<file path="config.mk">
export PLATFORM = sky130hd
export DESIGN_NAME = count_capture
export DESIGN_NICKNAME = d
export VERILOG_FILES = /design/src/rtl/count_capture.sv
export SDC_FILE = /design/constraint.sdc
export NUM_CORES = 1
export LEC_CHECK = 0
export CAP_MARGIN = 20
export CORE_MARGIN = 3
export CORE_UTILIZATION = 51
export DETAILED_ROUTE_END_ITERATION = 16
export GPL_ROUTABILITY_DRIVEN = 0
export PLACE_DENSITY_LB_ADDON = 0.1
export SYNTH_ARGS = -nofsm -noshare
export SYNTH_HDL_FRONTEND = slang
export SYNTH_SLANG_ARGS = --single-unit
</file>
<file path="constraint.sdc">
create_clock -name clock -period 1.96 [get_ports clock]
set_input_delay 0.392 -clock clock [delete_from_list [all_inputs] [get_ports clock]]
set_output_delay 0.392 -clock clock [all_outputs]
set_load 0.01 [all_outputs]
</file>
<file path="src/rtl/count_capture.sv">
// Purpose : timestamp capture; on trigger, pushes {epoch, count} into a small FWFT FIFO.
// Latency : a stamp triggered at edge N is at the FIFO head after edge N (no same-cycle bypass).
// Backpr. : drained via valid/ready; a trigger into a full FIFO without a same-cycle pop
//           is dropped and latches the sticky dropped flag.
//
// Ports:
//   clock, reset  rising-edge clock, async active-high reset
//   count         upstream free-running counter value (Size bits)
//   trigger       capture request for the current stamp
//   data/valid    head-of-FIFO stamp {epoch, count} and its valid flag
//   ready         consumer accepts data this cycle
//   full          FIFO holds Depth entries
//   dropped       sticky: a trigger was lost to a full FIFO
//   wrap          one-cycle pulse after the edge that saw count go all-ones -> 0
module count_capture #(
   parameter int Size     = 5,
   parameter int WrapBits = 3,
   parameter int Depth    = 4
) (
   input  logic                     clock,
   input  logic                     reset,
   input  logic [Size-1:0]          count,
   input  logic                     trigger,
   output logic [WrapBits+Size-1:0] data,
   output logic                     valid,
   input  logic                     ready,
   output logic                     full,
   output logic                     dropped,
   output logic                     wrap
);

   localparam int Width = WrapBits + Size;
   localparam int AW    = $clog2(Depth);
   localparam logic [AW:0] FullOcc = (AW+1)'(Depth);

   // ---------------------------------------------------------------
   // Wrap detection and epoch tracking
   // ---------------------------------------------------------------
   logic [Size-1:0]     prev_count;
   logic                prev_valid;
   logic [WrapBits-1:0] epoch;
   logic                wrap_now;
   logic [WrapBits-1:0] epoch_now;
   logic [Width-1:0]    stamp;

   // prev_valid keeps the first edge after reset from seeing a bogus
   // all-ones -> 0 transition against the reset value of prev_count.
   assign wrap_now  = prev_valid && (prev_count == '1) && (count == '0);
   assign epoch_now = epoch + WrapBits'(wrap_now);
   // A trigger on the wrap edge must already carry the new epoch.
   assign stamp     = {epoch_now, count};

   // ---------------------------------------------------------------
   // FIFO state
   // ---------------------------------------------------------------
   logic [Width-1:0] mem [Depth];
   logic [AW-1:0]    wr_ptr;
   logic [AW-1:0]    rd_ptr;
   logic [AW:0]      occ;
   logic [Width-1:0] last_popped;
   logic             push;
   logic             pop;
   logic             drop;

   assign valid = (occ != '0);
   assign full  = (occ == FullOcc);
   assign pop   = valid && ready;
   // A pop in the same cycle frees the slot, so a full FIFO still accepts.
   assign push  = trigger && (!full || pop);
   assign drop  = trigger && full && !pop;

   // When empty, present the last value handed out (0 after reset) rather
   // than whatever stale word the read pointer happens to address.
   assign data = valid ? mem[rd_ptr] : last_popped;

   always_ff @(posedge clock) begin
      if (push) begin
         mem[wr_ptr] <= stamp;
      end
   end

   always_ff @(posedge clock or posedge reset) begin
      if (reset) begin
         wr_ptr      <= '0;
         rd_ptr      <= '0;
         occ         <= '0;
         last_popped <= '0;
      end else begin
         if (push) begin
            wr_ptr <= wr_ptr + 1'b1;
         end
         if (pop) begin
            rd_ptr      <= rd_ptr + 1'b1;
            last_popped <= mem[rd_ptr];
         end
         case ({push, pop})
            2'b10:   occ <= occ + 1'b1;
            2'b01:   occ <= occ - 1'b1;
            default: occ <= occ;
         endcase
      end
   end

   always_ff @(posedge clock or posedge reset) begin
      if (reset) begin
         prev_count <= '0;
         prev_valid <= 1'b0;
         epoch      <= '0;
         wrap       <= 1'b0;
         dropped    <= 1'b0;
      end else begin
         prev_count <= count;
         prev_valid <= 1'b1;
         epoch      <= epoch_now;
         wrap       <= wrap_now;
         if (drop) begin
            dropped <= 1'b1;
         end
      end
   end

endmodule

</file>
==> metrics.yaml <==
synthCells: 144
postCtsHoldBufs: 0
grt_max_degree: 27
crit_required_ps: 1570
wl_um: 4570
final_area_um2: 3220
combPwrFrac_pct: 42.7
filler_cell_count: 281
critPathKind: "reg2out"
skew_ps: 7.96
die_x_um: 75.6
clk_path_buf_depth: 2
io_buffers: 20
cp_num_buf_inv: 2
cts.clk_slew.worst_paths_ps: 70
crit_path_start_kind: "flip-flop"
start_util_pct: 54.8
core_region_area_um2: 4500
avgSynthCellArea_um2: 17.1
yosysWarnings: 0
power.density_nw_per_um2: 1620
fin_nets: 210
crit_path_end_kind: "output port"
htree_levels: 3
rsz0062_at_grt: "yes"
setup_viol: 10
crit_path_top_delay_cell: "mux4_2"
antenna_left: 0
p_switching_uw: 1490
vias: 1383
leakagePower_uw: 0.00132
seqPwrFrac_pct: 34.4
crit_chain: "buf_8 > mux4_2 > mux2_4 > buf_6"
drv_cap: 0
wire_per_inst_um: 18.2
synth_flop_cell: "edfxtp_1"
critical_path.top_delay_family: "multiplexers"
syn_area_um2: 2470
hold_class: "in2async"
synthArstFlopShare_pct: 44.8
hold_slack_ps: 426
ys_top_cells_by_count: "edfxtp_1 (32), dfrtp_1 (26), mux2_2 (8), mux2_4 (8), mux4_2 (8)"
antenna_found_initial: 0
synth_top_area_cell: "edfxtp_1"
grt_usage_pct: 18.3
synth.distinct_cells: 39
cts-buffers-inserted: 9
clock.fmax_mhz: 458
antenna_cells: 0
drt-initial-drc-count: 88
grt_pass1_vias: 1537
die-area_um2: 5710
io_pins: 21
drive_above_1_share_pct: 45.7
clock_latency_ps: 330
path_max_fanout: 5
grt_overflow: 0
seq_area_frac_synth_pct: 65.3
fin_crit_sh_pct: 111
cts_root_buf: "clkbuf_8"
die_h_um: 75.6
status: "complete, but fails checks"
cell_internal_pwr_uw: 3700
yosysTopAreaCellShare_pct: 38.9
vdd_ir_drop_max_uv: 705
first_pass_iters: 4
slowest_delay_ps: 540
min_period_ps: 2180
drc: 0
vias_per_cell: 5.51
slew_violations: 0
synth_most_common_cell: "edfxtp_1"
swShare_pct: 28.7
grt_pass1_wl_um: 7360
violations: "negative setup slack"
hold_viol_final: 0
dpl.hpwl_um: 2970
synth_edf_count: 32
yosys-top-cells-area: "edfxtp_1 (39%), dfrtp_1 (26%), mux4_2 (7.3%), mux2_4 (4.9%), mux2_2 (3.6%)"
syn2layout_area_growth_pct: 30.3
synth_fp_nets: 160
num_rows: 24
cts_tree: "done"
fin_ws_ps: -223
crit_arrival_ps: 1790
pwr-share-clk_pct: 22.9
ys_ff_latch: 58
clock-sinks: 58
placed_area_um2: 2840
==> cell usage in the layout, fill, tap and decap left out, types with 6 or more instances in the layout <==
cell              n
buf_6            10
mux2_4            8
clkbuf_8         10
edfxtp_1         32
inv_1             6
mux4_2            8
mux2_2            8
dfrtp_1          25
buf_4            22
clkdlybuf4s50_1   9
==> final cells by class <==
type | instances | area [um^2] | area share, %
Multi-Input combinational cell | 73 | 866 | 26.9
Sequential cell | 58 | 1610 | 50.2
Tap cell | 52 | 65.1 | 2.02
Clock buffer | 11 | 141 | 4.40
Timing Repair Buffer | 46 | 430 | 13.4
Inverter | 6 | 22.5 | 0.700
Clock inverter | 5 | 77.6 | 2.41
==> worst paths after layout <==
kind	start	endpoint	slack, ps	depth (start not counted)
setup reg to reg	occ[1]	occ[1]	-130	8
max in group asynchronous	reset	rd_ptr[0]	1260	3
hold reg to reg	dropped	dropped	450	1
min in group clock	count[4]	prev_count[4]	450	2
hold / removal	reset	rd_ptr[1]	430	3
setup / recovery	rd_ptr[0]	data[4]	-220	4
==> routing by layer <==
layer | routed length, um | part of all wire, % | vias to the layer above | track usage, %
met3 | 195 | 4.3 | 5 | 6.33
met2 | 2460 | 54 | 33 | 31.8
met1 | 1880 | 41 | 714 | 21.9
met5 | 0 | 0 | - | 0
li1 | - | - | 631 | -
met4 | 29 | 0.63 | 0 | 4.66
==> state kept, by name (all words and copies together) (netlist names) <==
register     flops
wr_ptr           2
last_popped      8
occ              3
wrap             1
prev_valid       1
dropped          1
epoch            3
rd_ptr           2
mem             32
prev_count       5
==> through the flow <==
stage	instances	util, %	TNS (ps)	power [uW]	worst slack [ps]
after detailed placement	227	63.1	-19250	3790	-619
final	251	71.4	-1830	5200	-223
after floorplan	144	-	-160	3050	-88.3
after global routing	251	71.4	-2470	5490	-290
after global placement	227	63.1	-17020	3670	-511
after CTS	252	72.1	-2820	5330	-300
==> power groups by stage <==
stage	clock network, uW	logic [uW]	registers, uW
2_1_floorplan	0	1320	1730
3_3_place_gp	0	1890	1780
3_5_place_dp	0	1980	1810
4_1_cts	1220	2320	1780
5_1_grt	1270	2410	1810
6_report	1190	2220	1790
==> repair_timing <==
| item | 4_1_cts | 5_1_grt |
|---|---|---|
| gates resized for setup | 59 | 5 |
| gates cloned | 1 | 0 |
| setup endpoints to repair | 26 | 52 |
| pin swaps | 11 | 6 |
| hold endpoints to repair | 0 | 0 |
| buffers inserted | 8 | 1 |
==> worst reg2reg max path, cell delays in order, from the launching register on <==
cell	delay, ps
dfrtp_1	380
or3_4	420
buf_6	140
nand2_4	50
or2_4	120
fa_2	420
o21ba_4	230
o211ai_1	110
a21oi_1	150
==> logic make-up (layout without fill, tap and decap cells) <==
logic type	Yosys count	count (layout)	share of synthesized area, %
AO/OA/AOI/OAI	9	9	2.64
XOR/XNOR	6	6	2.13
adder cells (fa/ha/maj)	7	7	3.85
buffers and inverters	13	68	2.79
flip-flops	58	58	65.3
multiplexers	26	26	16.7
other	1	1	0.152
AND/OR/NAND/NOR	24	24	6.49
Power figures use the tool's default switching activity.
==> edit: new RTL, config.mk and constraints unchanged <==
Reset style: synchronous (`reset`), changed in 2 clocked blocks. Comments in the files are not updated.
--- a/src/rtl/count_capture.sv
+++ b/src/rtl/count_capture.sv
@@ -81,3 +81,3 @@
 
-   always_ff @(posedge clock or posedge reset) begin
+   always_ff @(posedge clock) begin
       if (reset) begin
@@ -103,3 +103,3 @@
 
-   always_ff @(posedge clock or posedge reset) begin
+   always_ff @(posedge clock) begin
       if (reset) begin
Check against the original RTL: differs if reset is asserted again (counterexample within 4 cycles, from zero or initial values and one cycle with reset high); with reset held inactive, the same outputs for 10 cycles.
==> edit against the original RTL <==
  * Critical endpoint is now data[1]
  * The flow still finishes with violations (setup timing)
  * First-iteration DRC count grew 15%
  * Highest routed layer unchanged
  * Design area grew 0.78%
  * Routed wire length grew 12%
  * Cell count grew 20%
  * Worst setup slack gained 0.040 ns
  * Sequential cell count grew 2
  * Synthesized area grew 1.5%
  * Die area grew 1.4%
  * Core utilization grew 0.079 points
Power is not compared: it rests on default switching activity, and its combinational part moved more than twofold at a synthesized area within 25%.
==> edit: results (changes against the original RTL) <==
| Metric | Value |
|---|---|
| Crit-path max FO | `8 (+3)` |
| Routed Antenna Nets | `0 (unchanged)` |
| Top cells by count, synth | `edfxtp_1 (32), dfxtp_1 (28), nand2_1 (18), a21oi_1 (12), inv_1 (9)` |
| Share of cells above drive strength 1 | `36.44% (-9.3 points)` |
| Distinct cells, synth | `42 (+7.7%)` |
| Worst hold path class | `reg2reg` |
| Synth warn | `0 (unchanged)` |
| Post-CTS Hold Fix Bufs | `0 (unchanged)` |
| Gr usage total | `18.89% (+0.56 points)` |
| ANT cells | `0 (unchanged)` |
| CTS clk-pin slew, worst paths | `0.07 ns (about the same)` |
| Regs by FF count | `mem: 32 flops, last_popped: 8 flops, prev_count: 5 flops` |
| Layout fillers | `326 (+16%)` |
| Failing checks | `setup timing` |
| Leak | `roughly 1.2 nW` |
| EDFF count, synth | `32 (unchanged)` |
| Initial antenna violation count | `0 (unchanged)` |
| Top post-synthesis cells by area | `edfxtp_1 (38%), dfxtp_1 (22%), mux4_2 (7.2%)` |
| Clock Tree Root | `clkbuf_8` |
| Largest net degree at the start of global routing | `17 (-37%)` |
| Via density | `5.375 (-2.4%)` |
| Setup violators final | `8 (-2)` |
| Post-DP Area | `2883 sq um (+1.4%)` |
| Hold path cells | `2` |
| Vias in the first global route | `1,663 (+8.2%)` |
| Status | `finished with violations` |
| Net Count, Synth | `202 (+26%)` |
| Cell Int Power | `between 2 and 2.5 mW` |
| Reg2Reg Depth | `7 (-1)` |
| Worst slack at placement | `-0.4446 ns (+0.1747 ns)` |
| First-pass DRT Iterations | `4 (unchanged)` |
| Dpl hpwl | `3.390 mm (+14%)` |
| Worst vdd ir | `between 0.0007 and 0.0008 V` |
| Routed WL | `5.118 mm (+12%)` |
| First-pass GRT wire length | `8.231 mm (+12%)` |
| Worst skew pair latency | `0.33 ns (about the same)` |
| Max Clock Skew | `0.009624 ns (+0.001663 ns)` |
| CP arrival | `1.75 ns (-0.04 ns)` |
| Num CTS Buffers | `9 (unchanged)` |
| Asr flop ratio synth | `0% (-45 points)` |
| Port bufs | `20 (unchanged)` |
| Worst-case clock buffer depth | `2 (unchanged)` |
| Final net count | `247 (+18%)` |
| Initial DRC Count | `101 (+15%)` |
| Final Worst Setup Slack | `-0.1826 ns (+0.04042 ns)` |
| CTS H-Tree Depth | `3 (unchanged)` |
| Worst slew margin | `65.99%` |
| Sequential-to-total area share from yosys stat | `60.71% (-4.6 points)` |
edit: metal layers:
metal / share of wire (%) / up-vias / GRT usage [%]
met5: 0 / - / 0
met4: 2.7 / 0 / 11.41
met3: 3.9 / 11 / 4.374
met2: 52 / 36 / 31.29
met1: 41 / 804 / 22.41
li1: - / 767 / -
edit: worst max-delay path, stage by stage, from the launching register on:
cell and delay [ns]:
dfxtp_2 0.34, buf_12 0.14, mux4_2 0.52, mux2_4 0.29, buf_6 0.12
edit: area by class of cell:
class / count / area (sq um) / share of cell area (%)
multi-input combinational: 106 / 974.7 / 30.08
clock inverter: 5 / 52.55 / 1.622
inverter: 9 / 33.78 / 1.042
sequential: 60 / 1528 / 47.14
clock buffer: 11 / 141.4 / 4.363
timing repair buffer: 45 / 429.2 / 13.24
tap: 65 / 81.33 / 2.510
edit: path summary, 6_finish.rpt:
kind / start / to / slack [ns]
worst max-delay path: register / data[1] / -0.18
worst min-delay path: last_popped[5] / last_popped[5] / 0.46
worst max register to register: occ[1] / occ[2] / 0.04
worst min register to register: last_popped[5] / last_popped[5] / 0.46
edit: cells by family after synthesis:
kind of cell | count (synthesis) | synth area share (%)
mux | 16 | 10.78
fa+ha+maj | 7 | 3.794
compound gates | 23 | 6.241
simple gates | 55 | 12.78
buf+inv | 21 | 4.293
xor+xnor | 4 | 1.398
flops | 60 | 60.71
edit: what timing repair did:
action                     in CTS  in global routing
resized for setup              50                 14
pin swaps                       1                  3
setup endpoints to repair      20                 15
setup buffers                   2                  5
gates cloned                    1                  0
edit: power by group through the flow:
stage	registers [mW]	clock network, mW	logic, mW
global placement	1.46	0	0.689
global route	1.46	1.16	0.869
finish	1.45	1.08	0.809
detailed placement	1.47	0	0.710
CTS	1.45	1.09	0.778
floorplan	1.45	0	0.451
edit: per-stage QoR:
step | std cells | TNS [ns]
after floorplan | 186 | 0
after global placement | 277 | -11.04
after detailed placement | 277 | -12.59
after CTS | 296 | -1.565
after global routing | 301 | -1.952
final | 301 | -1.388
